$ cat src/rtl/alu_pkg.sv
// Shared definitions for the ALU scheduler: opcodes, FSM encoding, timeout default
// and the latched request record.
package alu_pkg;

    localparam int TIMEOUT_DEF = 32;

    localparam logic [1:0] OP_ADD = 2'b00;
    localparam logic [1:0] OP_SUB = 2'b01;
    localparam logic [1:0] OP_MUL = 2'b10;
    localparam logic [1:0] OP_DIV = 2'b11;

    typedef enum logic [1:0] {
        S_IDLE  = 2'b00,
        S_ISSUE = 2'b01,
        S_WAIT  = 2'b10,
        S_RESP  = 2'b11
    } state_e;

    typedef struct packed {
        logic       id;
        logic [1:0] op;
        logic [7:0] a;
        logic [7:0] b;
    } req_t;

endpackage

$ cat src/rtl/rr_arbiter2.sv
// Two-way round-robin grant: on a tie the requester not granted last wins.
module rr_arbiter2 (
    input  logic [1:0] req,
    input  logic       last,
    output logic [1:0] gnt
);

    always_comb begin
        gnt = req;
        if (req == 2'b11)
            gnt = last ? 2'b01 : 2'b10;
    end

endmodule

$ cat src/rtl/alu_scheduler.sv
// Arbitrates two requesters onto a single ALU, one operation in flight, with
// divide-by-zero short-circuit and a MUL/DIV completion timeout.
module alu_scheduler
    import alu_pkg::*;
#(
    parameter int TIMEOUT = TIMEOUT_DEF
) (
    input  logic        clk,
    input  logic        reset_n,
    input  logic        req0_valid,
    input  logic [1:0]  req0_op,
    input  logic [7:0]  req0_a,
    input  logic [7:0]  req0_b,
    output logic        req0_ready,
    input  logic        req1_valid,
    input  logic [1:0]  req1_op,
    input  logic [7:0]  req1_a,
    input  logic [7:0]  req1_b,
    output logic        req1_ready,
    output logic        alu_start,
    output logic [1:0]  alu_op,
    output logic [7:0]  alu_a,
    output logic [7:0]  alu_b,
    input  logic        alu_done,
    input  logic [15:0] alu_result,
    output logic        rsp_valid,
    input  logic        rsp_ready,
    output logic        rsp_id,
    output logic [15:0] rsp_result,
    output logic        rsp_err,
    output logic        busy
);

    localparam int CW = $clog2(TIMEOUT) + 1;

    state_e        state, state_nxt;
    req_t          cur_q, sel;
    logic          last_q;
    logic [CW-1:0] cnt_q, cnt_nxt;
    logic [15:0]   res_q;
    logic          err_q;
    logic [1:0]    gnt;
    logic          idle, accept, div0, addsub, timed_out;

    rr_arbiter2 u_arb (
        .req  ({req1_valid, req0_valid}),
        .last (last_q),
        .gnt  (gnt)
    );

    assign idle      = (state == S_IDLE);
    assign accept    = idle & (|gnt);
    assign div0      = (cur_q.op == OP_DIV) && (cur_q.b == 8'd0);
    assign addsub    = ~cur_q.op[1];
    assign cnt_nxt   = cnt_q + CW'(1);
    // cnt_nxt is the 1-based index of the current WAIT cycle
    assign timed_out = (cnt_nxt == CW'(TIMEOUT));

    always_comb begin
        sel = gnt[1] ? '{id: 1'b1, op: req1_op, a: req1_a, b: req1_b}
                     : '{id: 1'b0, op: req0_op, a: req0_a, b: req0_b};
    end

    always_comb begin
        state_nxt = state;
        case (state)
            S_IDLE:  if (accept) state_nxt = S_ISSUE;
            S_ISSUE: state_nxt = div0 ? S_RESP : S_WAIT;
            S_WAIT:  if (addsub || alu_done || timed_out) state_nxt = S_RESP;
            S_RESP:  if (rsp_ready) state_nxt = S_IDLE;
            default: state_nxt = S_IDLE;
        endcase
    end

    always_ff @(posedge clk or negedge reset_n) begin
        if (!reset_n) state <= S_IDLE;
        else          state <= state_nxt;
    end

    always_ff @(posedge clk or negedge reset_n) begin
        if (!reset_n) begin
            cur_q  <= '0;
            last_q <= 1'b1;
            cnt_q  <= '0;
            res_q  <= '0;
            err_q  <= 1'b0;
        end else begin
            if (accept) begin
                cur_q  <= sel;
                last_q <= gnt[1];
            end
            case (state)
                S_ISSUE: begin
                    cnt_q <= '0;
                    if (div0) begin
                        res_q <= 16'hFFFF;
                        err_q <= 1'b1;
                    end
                end
                S_WAIT: begin
                    cnt_q <= cnt_nxt;
                    // completion beats timeout when both land in the same cycle
                    if (addsub || alu_done) begin
                        res_q <= alu_result;
                        err_q <= 1'b0;
                    end else if (timed_out) begin
                        res_q <= 16'h0000;
                        err_q <= 1'b1;
                    end
                end
                default: ;
            endcase
        end
    end

    assign req0_ready = idle & gnt[0];
    assign req1_ready = idle & gnt[1];
    assign alu_start  = (state == S_ISSUE) & ~div0;
    assign alu_op     = cur_q.op;
    assign alu_a      = cur_q.a;
    assign alu_b      = cur_q.b;
    assign rsp_valid  = (state == S_RESP);
    assign rsp_id     = cur_q.id;
    assign rsp_result = res_q;
    assign rsp_err    = err_q;
    assign busy       = ~idle;

endmodule
$ cat config.mk
export PLATFORM = sky130hd
export DESIGN_NAME = alu_scheduler
export DESIGN_NICKNAME = d
export VERILOG_FILES = /design/src/rtl/alu_pkg.sv /design/src/rtl/rr_arbiter2.sv /design/src/rtl/alu_scheduler.sv
export SDC_FILE = /design/constraint.sdc
export NUM_CORES = 1
export LEC_CHECK = 0
export BUFFER_PORTS_ARGS = -buffer_cell sky130_fd_sc_hd__buf_4
export CORE_MARGIN = 3
export CORE_UTILIZATION = 50
export CTS_CLUSTER_SIZE = 25
export DETAILED_ROUTE_END_ITERATION = 10
export PLACE_DENSITY = 0.84
export SLEW_MARGIN = 10
export SYNTH_ARGS = -nofsm -noshare
export SYNTH_HDL_FRONTEND = slang
export SYNTH_HIERARCHICAL = 1
export SYNTH_SLANG_ARGS = --single-unit
$ cat constraint.sdc
create_clock -name clk -period 5.1 [get_ports clk]
set_input_delay 0.765 -clock clk [delete_from_list [all_inputs] [get_ports clk]]
set_output_delay 0.765 -clock clk [all_outputs]
set_load 0.1 [all_outputs]
==> results.cfg, run 1 <==
[outcome]
status = finished, final reports clean

[layout]
drive_gt1_frac = 0.3806
diodes = 0
area_growth_pct = 37.06
nets = 372
final_util = 0.7418

[clocking]
cts-resized-gates = 0
clockRootBuffer = clkbuf_8
path_clk_slew_ps = 80
ctsHoldBuffers = 0
cts.sinks = 45
cts_tree = done
clk_latency_ps = 290
cts_max_path_buffers = 2
cts-buffers-inserted = 5
cts.htree.levels = 2
postCtsSetupRepairBufs = 0

[timing]
fin_tns_setup_ps = 0
worst_pin_slew_ps = 1099
setup_ws_ps = 2447
setup_viol = 0
fin_crit_sh = 0.5202
drv_slew = 0
max-slew-margin-rel = 0.2665
rsz0062_at_grt = no
timing.fmax_mhz = 376.9
min_period_ps = 2653
finClkSkew_ps = 1.876
hold_viol = 0

[worst_setup_path]
worst_path_largest_cell_delay_ps = 320
path_max_fanout = 20
crit_path_frequent_cell = buf_4
crit_path_end_kind = output port
critPathSlowestCell = buf_4
cp_cell_sequence = buf_4 > a21boi_2 > buf_4 > and2_1 > buf_4
reg2reg_depth = 5
startpoint = req1_valid
path_class = input port to output port
crit_required_ps = 4340
critical_path.endpoint = req1_ready
worstSetupStartpointType = input port
timing.rr.end = alu_b[0]
reg2reg_slack_ps = 2740
r2r_start = last_q
worstPathArrival_ps = 1890

[drt]
drt_wl_total_microns = 5327
first_pass_iters = 4
drt-initial-drc-count = 80
route.detailed.drc = 0
antenna_left = 0
dr_total_vias = 1927
wl_per_cell_microns = 14.80
vias_per_cell = 5.353

[synthesis]
ys_async_sr_fraction = 1.000
ys_seq_area_frac = 0.4992
post-synth-top-count-cell = dfrtp_1
synth_mux_area_frac = 0.08421
netlist_instances = 214
synth_top_family_by_area = compound AO/OA/AOI/OAI gates
synth_top_cell_by_area = dfrtp_1
synth.top_cell.area_share = 0.4875
synthSimpleGateAreaFrac = 0.1690
syn_area_per_cell_sq_um = 10.55
syn-num-nets = 277
synth.distinct_cells = 37
synthXorXnorAreaFrac = 0
yosysWarnings = 6
synth_fa_ha_area_frac = 0.02770
ys_seq_elements = 45
synth-edff-count = 0
synth_common_cells = 44 x dfrtp_1, 30 x nand2_1, 21 x o21ai_0, 19 x mux2i_1, 15 x nand2b_1
dominantRegCellSynth = dfrtp_1
synth_compound_area_frac = 0.1795
synth_area_leaders = dfrtp_1 49%, mux2i_1 8.4%, a22o_1 5.4%
syn-cell-area_sq_mm = 0.002258

[global_route]
grt_pass1_vias = 1840
track_usage = 0.2106
grt_util_met3 = 0.03994
antenna_found_initial = 0
grt_util_met1 = 0.2493
gr-max-usage-layer = met2
grt_pass1_wl_microns = 8583
grtUsageMet2 = 0.3714
grt_overflow = 0
grt_max_degree = 46

[place]
place_ws_ps = 2285
gp_congestion = 0.8321
dp_hpwl_microns = 4031
numPortBuffers = 98

[die]
core.rowCount = 23
fp.dieH_microns = 73.21
die_w_microns = 73.21
die-area_sq_mm = 0.005359
io_pins = 99
core_area_sq_mm = 0.004173
initial_core_util = 0.5412

[min_path]
min_path_type = input port to async pin

[job]
maxCapViolations = 0
-- registers in the layout, summed over array words and instances, names as in the netlist --
signal,count
cnt_q,6
rsp_id,1
rsp_err,1
last_q,1
rsp_result,16
alu_a,8
state,2
alu_b,8
alu_op,2
-- cells by family after synthesis --
logic type | count (synthesis)
buf+inv | 20
flops | 45
fa+ha+maj | 5
compound gates | 58
simple gates | 67
mux | 19
-- critical path: cells and delay by family --
family                 cells  cell delay, ps
AOI/OAI and AO/OA          1             130
buffers and inverters      3             720
and+or+nand+nor            1             270
-- metal layers --
metal  wire [microns]  vias up
met3              296        9
met2             2889       54
met1             2036      918
li1                 -      946
met5                0        -
met4              104        0
-- cell type report --
| type | count | area, sq um |
|---|---|---|
| Tap cell | 50 | 62.56 |
| Clock buffer | 6 | 72.57 |
| Clock inverter | 2 | 10.01 |
| Timing Repair Buffer | 99 | 743.2 |
| Fill cell | 302 | 1077 |
| Multi-Input combinational cell | 149 | 1046 |
| Sequential cell | 45 | 1127 |
| Inverter | 9 | 33.78 |
-- cells in the final DEF (no fill, tap or decap), types with 2 or more instances in the layout --
cell and instances:
buf_4 99, dfrtp_1 44, nand2_1 30, o21ai_0 21
mux2i_1 19, nand2b_1 15, a22o_1 14, inv_1 9
a21oi_1 7, nand3_1 5, ha_1 5, clkbuf_8 5
nand4_1 3, a31oi_1 3, and2_1 2, nor2_1 2
o31ai_1 2, nor2b_1 2, a21boi_4 2, a21o_1 2
clkinv_2 2
-- per-stage QoR --
| stage | hold WS [ps] | instance area, sq um | std cells |
|---|---|---|---|
| 5_1_grt | 490.1 | 3095 | 360 |
| 3_5_place_dp | 473.8 | 3013 | 352 |
| 3_3_place_gp | 464.3 | 3013 | 352 |
| 4_1_cts | 474.6 | 3095 | 360 |
| 6_report | 450.6 | 3095 | 360 |
| 2_1_floorplan | 469.4 | 2258 | 214 |
-- how the worst min path moves through the flow --
stage                     slack, ps  cells after the start  startpoint       end
after detailed placement        470                      2    alu_a[5]  alu_a[5]
after global placement          460                      2    alu_a[6]  alu_a[6]
final                           450                      1     reset_n  alu_a[7]
after CTS                       470                      1     reset_n  alu_a[4]
after global routing            490                      1     reset_n  alu_a[7]
after floorplan                 470                      0     reset_n  alu_a[0]
Power of run 1 is left out: the tool's default activity adds up to more than one toggle a clock period on the data nets, which glitch-free logic cannot reach.
==> inputs of run 2 (changes only) <==
Settings changed: CORE_UTILIZATION 50 to 47, PLACE_DENSITY 0.84 to 0.79.
Clock period 5.1 ns to 2.71 ns, I/O delays scaled along.
==> run 2 against run 1 <==
- final area is 1.5% higher
- wire length grew 0.69%
- first-iteration DRC count up 2.5%
- critical path depth shrank 1
- setup slack worse by 1700 ps
- hold slack got worse by 350 ps
- flip-flop and latch count stayed put
- clock skew rose by 3.0 ps
- critical path type is now flip-flop to output port
==> results.cfg, run 2 (synthesis results as in run 1) <==
[layout]
area_growth_pct = 39.11
final_area_sq_mm = 0.003142
instances_no_fill = 364
diodes = 0
drive_gt1_frac = 0.3878
mostFrequentLayoutCell = buf_4
largest_reg_flops = 16
final_cell_mix = 102 x buf_4, 44 x dfrtp_1, 30 x nand2_1, 21 x o21ai_0, 19 x mux2i_1
nets = 375

[clocking]
cts.sinks = 45
clockRootBuffer = clkbuf_8
cts-resized-gates = 0
cts_max_path_buffers = 2
path_clk_slew_ps = 80
cts_tree = done
cts.htree.levels = 2
postCtsSetupRepairBufs = 0
ctsHoldBuffers = 0
cts-buffers-inserted = 5
clk_latency_ps = 290

[timing]
min_period_ps = 2008
rsz0062_at_grt = no
fin_tns_setup_ps = 0
fin_crit_sh = 0.7411
timing.fmax_mhz = 497.9
drv_slew = 0
max-slew-margin-rel = 0.6420
finClkSkew_ps = 4.853
hold_viol = 0
setup_viol = 0
worst_pin_slew_ps = 537.0

[place]
numPortBuffers = 98
place_area_sq_mm = 0.003038
gp_congestion = 0.7905
placedCellCount = 357
dp_hpwl_microns = 4147

[die]
fp.dieH_microns = 75.32
core_area_sq_mm = 0.004504
io_pins = 99
initial_core_util = 0.5014
die_w_microns = 75.32
core.rowCount = 24
die-area_sq_mm = 0.005673

[global_route]
grt_max_degree = 46
track_usage = 0.1940
grt_overflow = 0
antenna_found_initial = 0
grt_pass1_vias = 1843
grt_pass1_wl_microns = 8411

[drt]
route.detailed.drc = 0
vias_per_cell = 5.294
antenna_left = 0
drt_wl_total_microns = 5364
dr_total_vias = 1927
wl_per_cell_microns = 14.74
drt-initial-drc-count = 82
first_pass_iters = 4

[min_path]
min_path_type = input port to async pin

[outcome]
status = finished, final reports clean

[worst_setup_path]
crit_path_end_kind = output port
crit_required_ps = 2300
worstSetupStartpointType = flip-flop
path_max_fanout = 5
worstPathArrival_ps = 1600
path_class = flip-flop to output port

[job]
maxCapViolations = 0
==> run 2: changes by cell type in the layout (fill, tap and decap cells not counted), sizes merged <==
cell,before,now
clkinv,2,1
clkbuf,6,5
bufinv,0,1
buf,99,102
==> run 2: layout make-up <==
type | count | area, sq um
clock buffers | 5 | 68.82
clock inverters | 2 | 35.03
fillers | 362 | 1363
inverters | 9 | 33.78
multi-input cells | 149 | 1046
flip-flops and latches | 45 | 1127
well taps | 52 | 65.06
repair buffers | 102 | 765.7
==> run 2: path summary, 6_finish.rpt <==
path                           start       endpoint  slack [ps]  cells past startpoint
min reg2reg                 alu_a[3]       alu_a[3]         480                      2
max in group asynchronous    reset_n         last_q        2240                      1
min                          reset_n       cnt_q[3]         100                      1
max                         state[0]     req1_ready         700                      4
max reg2reg                 cnt_q[0]  rsp_result[7]         770                      6
min in group clk           req0_a[7]       alu_a[7]         400                      3
==> run 2: through the flow <==
step                  util  worst slack [ps]  hold slack (ps)
floorplan                -             171.6            110.9
global placement    0.6744             837.3            434.4
detailed placement  0.6744             789.6            433.6
CTS                 0.6975             689.7            113.8
global route        0.6975             593.0            120.3
finish              0.6975             701.7            95.89
==> run 2: critical path, stage by stage (launching register included) <==
cell     delay (ps)
dfrtp_1         440
inv_1           130
ha_1            200
and2_1          220
buf_4           320
==> run 2: routing by layer <==
layer	vias up	track usage	share of wire
met5	-	0	0
met1	922	0.2346	0.40
met3	8	0.04749	0.054
met2	48	0.3442	0.53
li1	949	-	-
met4	0	0.05437	0.012
Power of run 2 is left out for the same reason.
==> inputs of run 3 (changes only) <==
Settings changed: CORE_UTILIZATION 47 to 43, PLACE_DENSITY 0.79 to 0.77.
Clock period 2.71 ns to 1.76 ns, I/O delays scaled along.
==> run 3 against run 2 <==
- the flow now finishes with violations (setup timing)
- non-clock buffer count increased by 22
- highest routed layer unchanged
- die area increased by 8.5%
- register-to-register slack got worse by 790 ps
- utilization increased by 2.5 points
- final area increased by 13%
- wire length increased by 11%
- critical endpoint is now alu_start
- flip-flop and latch count unchanged
- hold slack improved by 160 ps
- via count increased by 5.0%
- final cell count increased by 11%
- first-iteration DRC count increased by 45%
- count of clock-buffer cells in the layout unchanged
==> results.cfg, run 3 (synthesis results as in run 1) <==
[outcome]
status = finished with violations
violations = setup timing

[worst_setup_path]
crit_path_end_kind = output port
worstSetupStartpointType = flip-flop
path_class = flip-flop to output port
worstPathArrival_ps = 1590
reg2reg_depth = 7
timing.rr.end = state[0]
r2r_start = cnt_q[1]
crit_required_ps = 1500
path_max_fanout = 2
reg2reg_slack_ps = -20

[timing]
finClkSkew_ps = 11.48
hold_viol = 0
fin_crit_sh = 1.055
min_period_ps = 1857
timing.fmax_mhz = 538.5
max-slew-margin-rel = 0.6261
setup_ws_ps = -96.96
worst_pin_slew_ps = 560.9
drv_slew = 0
setup_viol = 3
rsz0062_at_grt = yes

[place]
dp_hpwl_microns = 4188
numPortBuffers = 98
place_area_sq_mm = 0.003182
gp_congestion = 0.7614

[clocking]
cts-buffers-inserted = 5
clockRootBuffer = clkbuf_8
path_clk_slew_ps = 80
cts_tree = done
cts_max_path_buffers = 2
clk_latency_ps = 300
cts.sinks = 45
cts.htree.levels = 2

[layout]
largest_reg_flops = 16
area_growth_pct = 57.12
nets = 398
diodes = 0
final_cell_mix = 115 x buf_4, 33 x dfrtp_1, 29 x nand2_1, 21 x o21ai_0, 19 x mux2i_1
drive_gt1_frac = 0.5119
mostFrequentLayoutCell = buf_4
final_area_sq_mm = 0.003548

[die]
io_pins = 99
core_area_sq_mm = 0.004911
fp.dieH_microns = 78.47
initial_core_util = 0.4599
core.rowCount = 25
die-area_sq_mm = 0.006158
die_w_microns = 78.47

[global_route]
grt_pass1_vias = 1970
grt_pass1_wl_microns = 9384
grt_max_degree = 46
grt_overflow = 0
antenna_found_initial = 0
track_usage = 0.1945

[drt]
antenna_left = 0
drt-initial-drc-count = 119
dr_total_vias = 2024
route.detailed.drc = 0
vias_per_cell = 5.022
drt_wl_total_microns = 5974
wl_per_cell_microns = 14.82
first_pass_iters = 4

[min_path]
min_path_cells = 3
holdCritStartpoint = req0_op[1]
min_path_type = input port to flip-flop
hold_path_end = alu_op[1]

[job]
maxCapViolations = 0
-- run 3: changes by cell type in the layout (fill, tap and decap cells not counted), sizes merged --
cell | before | now
buf | 102 | 123
bufinv | 1 | 2
clkinvlp | 0 | 2
dlygate4sd3 | 0 | 1
inv | 9 | 7
nand2 | 31 | 32
-- run 3: critical path, stage by stage, from the launching register on --
cell,delay (ps)
dfrtp_4,500
nor4_4,320
nand3_2,150
and2_4,180
buf_12,160
-- run 3: what timing repair did --
item                                    4_1_cts  5_1_grt
pin swaps                                     4       21
resized for setup                            11       13
hold buffers                                  1        0
setup buffers                                 6        7
endpoints found under the hold margin        44        0
endpoints found under the setup margin       17       37
gates cloned                                  0        1
-- run 3: layer usage --
metal | part of all wire | wire length [microns] | track usage | vias up
li1 | - | - | - | 998
met1 | 0.41 | 2439 | 0.2269 | 961
met2 | 0.53 | 3160 | 0.3493 | 53
met3 | 0.039 | 233 | 0.03899 | 12
met4 | 0.023 | 140 | 0.07517 | 0
met5 | 0 | 0 | 0 | -
-- run 3: final cells by class --
type | count | area (sq um)
Fill cell | 358 | 1363
Timing Repair Buffer | 124 | 1015
Tap cell | 67 | 83.83
Sequential cell | 45 | 1154
Multi-Input combinational cell | 150 | 1121
Clock buffer | 5 | 68.82
Inverter | 9 | 41.29
Clock inverter | 3 | 65.06
-- run 3: stage by stage --
step | setup slack [ps] | hold WS [ps] | setup TNS (ps) | utilization | cells
5_1_grt | -143.5 | 258.2 | -1054 | 0.7225 | 403
2_1_floorplan | -226.2 | -31.59 | -5385 | - | 214
6_report | -96.96 | 254.4 | -116.0 | 0.7225 | 403
4_1_cts | -75.57 | 252.2 | -77.23 | 0.7009 | 395
3_3_place_gp | 16.05 | 293.3 | 0 | 0.6479 | 380
3_5_place_dp | -66.41 | 296.7 | -633.5 | 0.6479 | 380
-- run 3: how the worst max path moves through the flow --
stage / from / to / slack [ps] / cells after the start
floorplan: state[0] / state[0] / -230 / 7
global placement: alu_b[4] / rsp_result[7] / 20 / 5
detailed placement: alu_b[4] / rsp_result[8] / -70 / 5
CTS: alu_b[3] / alu_start / -80 / 4
global route: alu_b[3] / alu_start / -140 / 4
finish: alu_b[3] / alu_start / -100 / 4
Power of run 3 is left out for the same reason.
